--- config.mk ---
export PLATFORM = sky130hd
export DESIGN_NAME = demux_stream
export DESIGN_NICKNAME = d
export VERILOG_FILES = /design/src/rtl/demux_pkg.sv /design/src/rtl/demux_slot.sv /design/src/rtl/demux_stream.sv
export SDC_FILE = /design/constraint.sdc
export NUM_CORES = 1
export LEC_CHECK = 0
export ABC_AREA = 0
export BUFFER_PORTS_ARGS = -buffer_cell sky130_fd_sc_hd__buf_2
export CAP_MARGIN = 20
export CELL_PAD_IN_SITES_DETAIL_PLACEMENT = 0
export CELL_PAD_IN_SITES_GLOBAL_PLACEMENT = 1
export CORE_MARGIN = 10
export CORE_UTILIZATION = 33
export CTS_CLUSTER_DIAMETER = 40
export DETAILED_ROUTE_END_ITERATION = 10
export GPL_ROUTABILITY_DRIVEN = 0
export PLACE_DENSITY_LB_ADDON = 0.1
export SLEW_MARGIN = 20
export SYNTH_ARGS = -nofsm -noshare
export SYNTH_HDL_FRONTEND = slang
export SYNTH_SLANG_ARGS = --single-unit
--- constraint.sdc ---
create_clock -name clk -period 1.7 [get_ports clk]
set_clock_uncertainty 0.05 [all_clocks]
set_input_delay 0 -clock clk [delete_from_list [all_inputs] [get_ports clk]]
set_output_delay 0 -clock clk [all_outputs]
set_load 0.01 [all_outputs]
--- src/rtl/demux_pkg.sv ---
// Shared constants and helpers for the registered 1-to-N stream demultiplexer.
package demux_pkg;

  localparam int DROP_W = 8;
  localparam logic [DROP_W-1:0] DROP_MAX = {DROP_W{1'b1}};

  function automatic int clog2(input int value);
    int result;
    result = 0;
    for (int i = 0; i < 31; i++) begin
      if ((32'd1 << i) < 32'(value)) begin
        result = i + 1;
      end
    end
    return result;
  endfunction

  // True when a select value addresses an existing channel.
  function automatic logic sel_in_range(input int unsigned sel, input int unsigned n_ch);
    return (sel < n_ch);
  endfunction

endpackage

--- src/rtl/demux_slot.sv ---
// One output channel: a single-word holding register with a valid flag.
module demux_slot
  import demux_pkg::*;
#(
  parameter int DATA_W = 2
) (
  input  logic              clk,
  input  logic              rst,
  input  logic              i_load,
  input  logic [DATA_W-1:0] i_data,
  input  logic              i_ready,
  output logic              o_valid,
  output logic [DATA_W-1:0] o_data,
  output logic              o_slot_free
);

  logic              r_valid;
  logic [DATA_W-1:0] r_data;

  // A reload on the draining edge keeps the slot valid with the new word.
  always_ff @(posedge clk or posedge rst) begin
    if (rst) begin
      r_valid <= 1'b0;
      r_data  <= '0;
    end else if (i_load) begin
      r_valid <= 1'b1;
      r_data  <= i_data;
    end else if (i_ready) begin
      r_valid <= 1'b0;
    end
  end

  assign o_valid     = r_valid;
  assign o_data      = r_data;
  assign o_slot_free = ~r_valid | i_ready;

endmodule

--- src/rtl/demux_stream.sv ---
// Registered 1-to-N stream demultiplexer with broadcast and a saturating
// counter of words discarded for an out-of-range channel select.
module demux_stream
  import demux_pkg::*;
#(
  parameter int DATA_W = 2,
  parameter int N_CH   = 4,
  parameter int SEL_W  = clog2(N_CH)
) (
  input  logic                   clk,
  input  logic                   rst,
  input  logic                   in_valid,
  output logic                   in_ready,
  input  logic [DATA_W-1:0]      in_data,
  input  logic [SEL_W-1:0]       in_sel,
  input  logic                   in_bcast,
  output logic [N_CH-1:0]        out_valid,
  input  logic [N_CH-1:0]        out_ready,
  output logic [N_CH*DATA_W-1:0] out_data,
  output logic [DROP_W-1:0]      drop_cnt
);

  logic [N_CH-1:0]   w_slot_free;
  logic [N_CH-1:0]   w_load;
  logic              w_in_range;
  logic              w_sel_free;
  logic              w_accept;
  logic              w_drop;
  logic [DROP_W-1:0] r_drop_cnt;

  assign w_in_range = sel_in_range(32'(in_sel), N_CH);

  // Free-slot status of the addressed channel (no match when out of range).
  always_comb begin
    w_sel_free = 1'b0;
    for (int i = 0; i < N_CH; i++) begin
      w_sel_free = w_sel_free | (w_slot_free[i] & (in_sel == SEL_W'(i)));
    end
  end

  // Broadcast waits for every slot; out-of-range words are always taken and dropped.
  always_comb begin
    in_ready = 1'b1;
    if (in_bcast) begin
      in_ready = &w_slot_free;
    end else if (w_in_range) begin
      in_ready = w_sel_free;
    end else begin
      in_ready = 1'b1;
    end
  end

  assign w_accept = in_valid & in_ready;
  assign w_drop   = w_accept & ~in_bcast & ~w_in_range;

  // One-hot load for unicast, all ones for broadcast.
  always_comb begin
    w_load = '0;
    for (int i = 0; i < N_CH; i++) begin
      w_load[i] = w_accept & (in_bcast | (in_sel == SEL_W'(i)));
    end
  end

  // Saturating drop counter.
  always_ff @(posedge clk or posedge rst) begin
    if (rst) begin
      r_drop_cnt <= '0;
    end else if (w_drop && (r_drop_cnt != DROP_MAX)) begin
      r_drop_cnt <= r_drop_cnt + 8'd1;
    end
  end

  assign drop_cnt = r_drop_cnt;

  for (genvar g = 0; g < N_CH; g++) begin : g_slot
    demux_slot #(
      .DATA_W(DATA_W)
    ) u_slot (
      .clk        (clk),
      .rst        (rst),
      .i_load     (w_load[g]),
      .i_data     (in_data),
      .i_ready    (out_ready[g]),
      .o_valid    (out_valid[g]),
      .o_data     (out_data[g*DATA_W +: DATA_W]),
      .o_slot_free(w_slot_free[g])
    );
  end

endmodule

# Word-level counts from Yosys, hierarchy flattened

Cells that the tools add are included.

Bits in registers: 12
Input port bits: 12
Output and inout port bits: 21
Word-level logic and storage cells: 50

Equal/unequal tests: 3
Mux-type cells: 9
Bitwise gates (word level): 24
Reduce and logical (&&, ||, !) cells: 6

Operators with widths:

| cell                 | count |
|---|---|
| $or A1 B1 Y1         | 11 |
| $and A1 B1 Y1        | 9 |
| $mux W1              | 9 |
| $reduce_bool A2 Y1   | 4 |
| $eq A2 B2 Y1 const B | 2 |
| $not A1 Y1           | 4 |
| $reduce_and A4 Y1    | 1 |
| $eq A2 B1 Y1 const B | 1 |
| $logic_not A2 Y1     | 1 |

# Logic depth before layout (Yosys ltp)

Depth after elaboration: 10
Gate-level depth with buffers: 4
Gate-level depth less buffers: 4

# Cells and area by module

From an unflattened synthesis, not the netlist that was laid out.

Cell total of the unflattened synthesis: 58
Area total of the unflattened synthesis: 650.6 um2

Modules (own cells, without submodules):

| module       | times used | cells each | area each (um2) | sequential area each (um2) |
|---|---|---|---|---|
| demux_slot   | 4          | 8          | 116.4           | 75.1 |
| demux_stream | 1          | 26         | 185.2           | 0.0 |

# Least setup slack after synthesis

OpenSTA, ideal clock, no wires.

Path kind: reg-to-reg
Start point: register g_slot[0].u_slot.r_valid
End point: register g_slot[0].u_slot.r_data[0]
Setup time: 0.128 ns
Arrival time: 1.298 ns
Required time: 1.522 ns
Path slack: 0.224 ns
Cell stages (with the launch flop): 5
Path buffers: 0
Clock period less this slack: 1.476 ns
Cell sequence: dfrtp_1 nor2b_4 nor4_4 a22oi_1 mux2_1

Cells in the longest elaborated chain, start to end: 9
Elaborated cells on any way between the ends: 10
Those cells by class: mux (1); bitwise (8); reduce/logical (1)

Ends and longest elaborated chain:

| item                       | line               | source |
|---|---|---|
| start: declaration         | demux_slot.sv:17   | `logic r_valid;` |
| start signal: assignment   | demux_slot.sv:23   | `r_valid <= 1'b0;` |
| start signal: assignment   | demux_slot.sv:26   | `r_valid <= 1'b1;` |
| start signal: assignment   | demux_slot.sv:29   | `r_valid <= 1'b0;` |
| $not A1 Y1 (*)             | demux_slot.sv:35   | `assign o_slot_free = ~r_valid \| i_ready;` |
| $or A1 B1 Y1 (*)           | demux_slot.sv:35   |  |
| $and A1 B1 Y1              | demux_stream.sv:37 | `w_sel_free = w_sel_free \| (w_slot_free[i] & (in_sel == SEL_W'(i)));` |
| $or A1 B1 Y1 (3 in series) | demux_stream.sv:37 |  |
| $mux W1 (*)                | demux_stream.sv:44 | `if (in_bcast) begin` |
| $and A1 B1 Y1 (*)          | demux_stream.sv:53 | `assign w_accept = in_valid & in_ready;` |
| $and A1 B1 Y1 (*)          | demux_stream.sv:60 | `w_load[i] = w_accept & (in_bcast \| (in_sel == SEL_W'(i)));` |
| end signal: assignment     | demux_slot.sv:27   | `r_data <= i_data;` |
| end: declaration           | demux_slot.sv:18   | `logic [DATA_W-1:0] r_data;` |

Mark *: on every way between the ends. The rest lies on a longest branch, timed or not.
A chain may end at the register's enable or synchronous reset.

# Worst setup path in the final report

Start point: register g_slot[0].u_slot.r_valid
End point: register g_slot[0].u_slot.r_data[1]

Same word-level chain as after synthesis.

==> key figures <==
Run status
  • Status: finished, final reports clean

Route
  • Routed wire per std cell: 13.2 um
  • Post-route ant nets: 0
  • Vias: 522
  • WL final: 1620 um
  • Total iterations of the first detailed-routing run: 4
  • Iteration-0 DRC Markers: 11
  • Number of vias per cell: 4.28
  • Final routed DRC violation total: 0

STA
  • Tmin final: 1.56 ns
  • Period utilisation layout: 91.9%
  • RSZ-0062 raised after global routing: no
  • # setup viols final: 0
  • Fin Setup TNS: 0 ns
  • Hold Violations, Final: 0
  • Final slew viol count: 0
  • Max Fclk: 640 MHz
  • Worst Setup Slack, final: 0.137 ns

Floorplanning
  • Row count: 16
  • Die width: 65.7 um
  • Initial Utilization: 34.8%
  • Full die area: 4320 um2
  • Core Box Area: 1980 um2
  • Io pins: 33
  • Chip Height: 65.7 um

Synth
  • Synth cell types: 23
  • #FFs+latches synth: 12
  • Netlist Area Pre-Place: 689 um2
  • Mapped Cells: 62
  • Mean Syn Cell Area: 11.1 um2
  • Synth warn: 0
  • Sequential fraction of the synthesis area: 43.6%

Setup path
  • CP delay by family, top: simple AND/OR/NAND/NOR gates
  • CP max stage delay: 0.39 ns
  • Worst EP required: 1.81 ns
  • Crit path kind: reg2reg
  • Slowest library cell on the worst path: dfrtp_1
  • CP max FO: 4
  • Worst EP arrival: 1.67 ns
  • CP endpoint kind: register
  • Buffers & Inverters on Critical Path: 0
  • Setup crit start kind: register
  • CP Launch Point: g_slot[0].u_slot.o_valid$_DFFE_PP0P_
  • Reg2reg start: g_slot[0].u_slot.o_valid$_DFFE_PP0P_
  • Crit path cell chain: nor2b_4 -> nor4_4 -> a22oi_1 -> mux2_1

Min path
  • Min-delay src: out_ready[2]
  • Worst hold path class: in2reg

Power
  • P_leak: 0.000449 uW
  • Peak supply drop: 0.000547 V
  • Power Density: 1040 nW/um2

CTS
  • Clock Path Buffers: 2
  • TritonCTS clock tree: yes
  • Clock Latency Late Sink: 0.28 ns
  • Clock root buffer: clkbuf_4
  • Num Clock Sinks: 12
  • Setup bufs post-CTS: 0
  • TritonCTS Buffers: 3
  • CTS H-tree depth: 1
  • Reg clk slew, reported paths: 0.08 ns

Cells and area
  • Final #Nets: 108
  • ANT cells: 0
  • Share of cells above drive strength 1: 36.8%
  • P&R area growth vs syn: 31.8%

GRT
  • First-pass GRT wire length: 2750 um
  • Total GRT Usage: 8.18%
  • Vias in the first global route: 612
  • Pin count of the biggest net entering global routing: 13
  • Grt total ovfl: 0
  • Initial antenna violation count: 0

Placed design
  • IO Port Bufs: 24
  • Post-DP HPWL: 1330 um
  • Pre-CTS setup slack: 0.136 ns

Job
  • # Max-Cap Violations: 0
layer usage:
layer | global-route usage, % | share of wire, % | vias up
met1 | 8.86 | 42 | 239
met3 | 5.93 | 11 | 2
met5 | 0 | 0 | -
met4 | 2.41 | 0.50 | 0
met2 | 12.3 | 46 | 22
li1 | - | - | 259
worst min-delay path, delay by kind of cell:
kind	cells	cell delay, ns
buf+inv	1	0.07
simple gates	2	0.24
synthesized netlist by cell type, drive strengths merged:
cell type / instances / area (um2)
a211oi: 1 / 7.51
a21oi: 3 / 15.0
a22oi: 1 / 7.51
a41oi: 1 / 8.76
and3: 1 / 6.26
and3b: 1 / 8.76
buf: 12 / 90.1
conb: 1 / 3.75
dfrtp: 12 / 300
inv: 2 / 7.51
mux2: 8 / 90.1
nand2: 4 / 15.0
nand2b: 3 / 18.8
nand3b: 1 / 7.51
nor2: 1 / 3.75
nor2b: 3 / 36.3
nor3: 2 / 10.0
nor3b: 1 / 7.51
nor4: 1 / 21.3
o21a: 1 / 7.51
o21bai: 1 / 7.51
o32ai: 1 / 8.76
timing repair:
action                                  CTS  global route
hold buffers                              7             0
endpoints found under the hold margin    23             0
endpoints found under the setup margin    0             0
gates resized for setup                   0             0
cell usage in the layout (no fill, tap or decap), drive strengths merged, types with 2 or more instances in the layout:
cell	instances
buf	27
dfrtp	12
mux2	8
conb	8
dlygate4sd3	7
nand2	4
clkbuf	4
nand2b	3
a21oi	3
nor2b	3
nor3	2
inv	2
sequential cells by signal, summed over array words and instances, names as in the netlist:
name	count
g_slot.u_slot.o_data	8
g_slot.u_slot.o_valid	4
report_power, final:
group	switching [uW]	internal (uW)
clock	103	130
sequential	34.3	363
combinational	159	153
cell type report:
class | instances | area [um2]
fillers | 210 | 1070
multi-input cells | 43 | 318
flip-flops and latches | 12 | 300
repair buffers | 34 | 213
clock buffers | 4 | 36.3
well taps | 27 | 33.8
inverters | 2 | 7.51
stage by stage:
| stage | hold slack [ns] | cell area [um2] | power (uW) | cells | util (%) |
|---|---|---|---|---|---|
| 2_1_floorplan | -0.185 | 716 | 602 | 69 | - |
| 3_3_place_gp | -0.0135 | 802 | 709 | 111 | 40.5 |
| 3_5_place_dp | -0.00962 | 802 | 714 | 111 | 40.5 |
| 4_1_cts | 0.00529 | 908 | 964 | 122 | 45.8 |
| 5_1_grt | 0.0338 | 908 | 1030 | 122 | 45.8 |
| 6_report | 0.00938 | 908 | 943 | 122 | 45.8 |
path summary, 6_finish.rpt:
kind	end	slack, ns	depth (start not counted)
max in group asynchronous	g_slot[2].u_slot.o_data[1]$_DFFE_PP0P_	1.06	3
hold / removal	g_slot[2].u_slot.o_valid$_DFFE_PP0P_	0.009	3
hold reg to reg	g_slot[3].u_slot.o_data[1]$_DFFE_PP0P_	0.43	1
min in group asynchronous	g_slot[3].u_slot.o_valid$_DFFE_PP0P_	0.22	3
setup / recovery	g_slot[0].u_slot.o_data[1]$_DFFE_PP0P_	0.14	4
setup reg to reg	g_slot[0].u_slot.o_data[1]$_DFFE_PP0P_	0.14	4
kinds of logic (layout without fill, tap and decap cells):
logic type | after synthesis | after routing | share of synthesized area (%)
compound gates | 9 | 9 | 9.08
simple gates | 18 | 18 | 19.6
flops | 12 | 12 | 43.6
other cells | 1 | 8 | 0.544
mux | 8 | 8 | 13.1
buf+inv | 14 | 40 | 14.2
No activity file was read; power rests on OpenSTA's default activity.
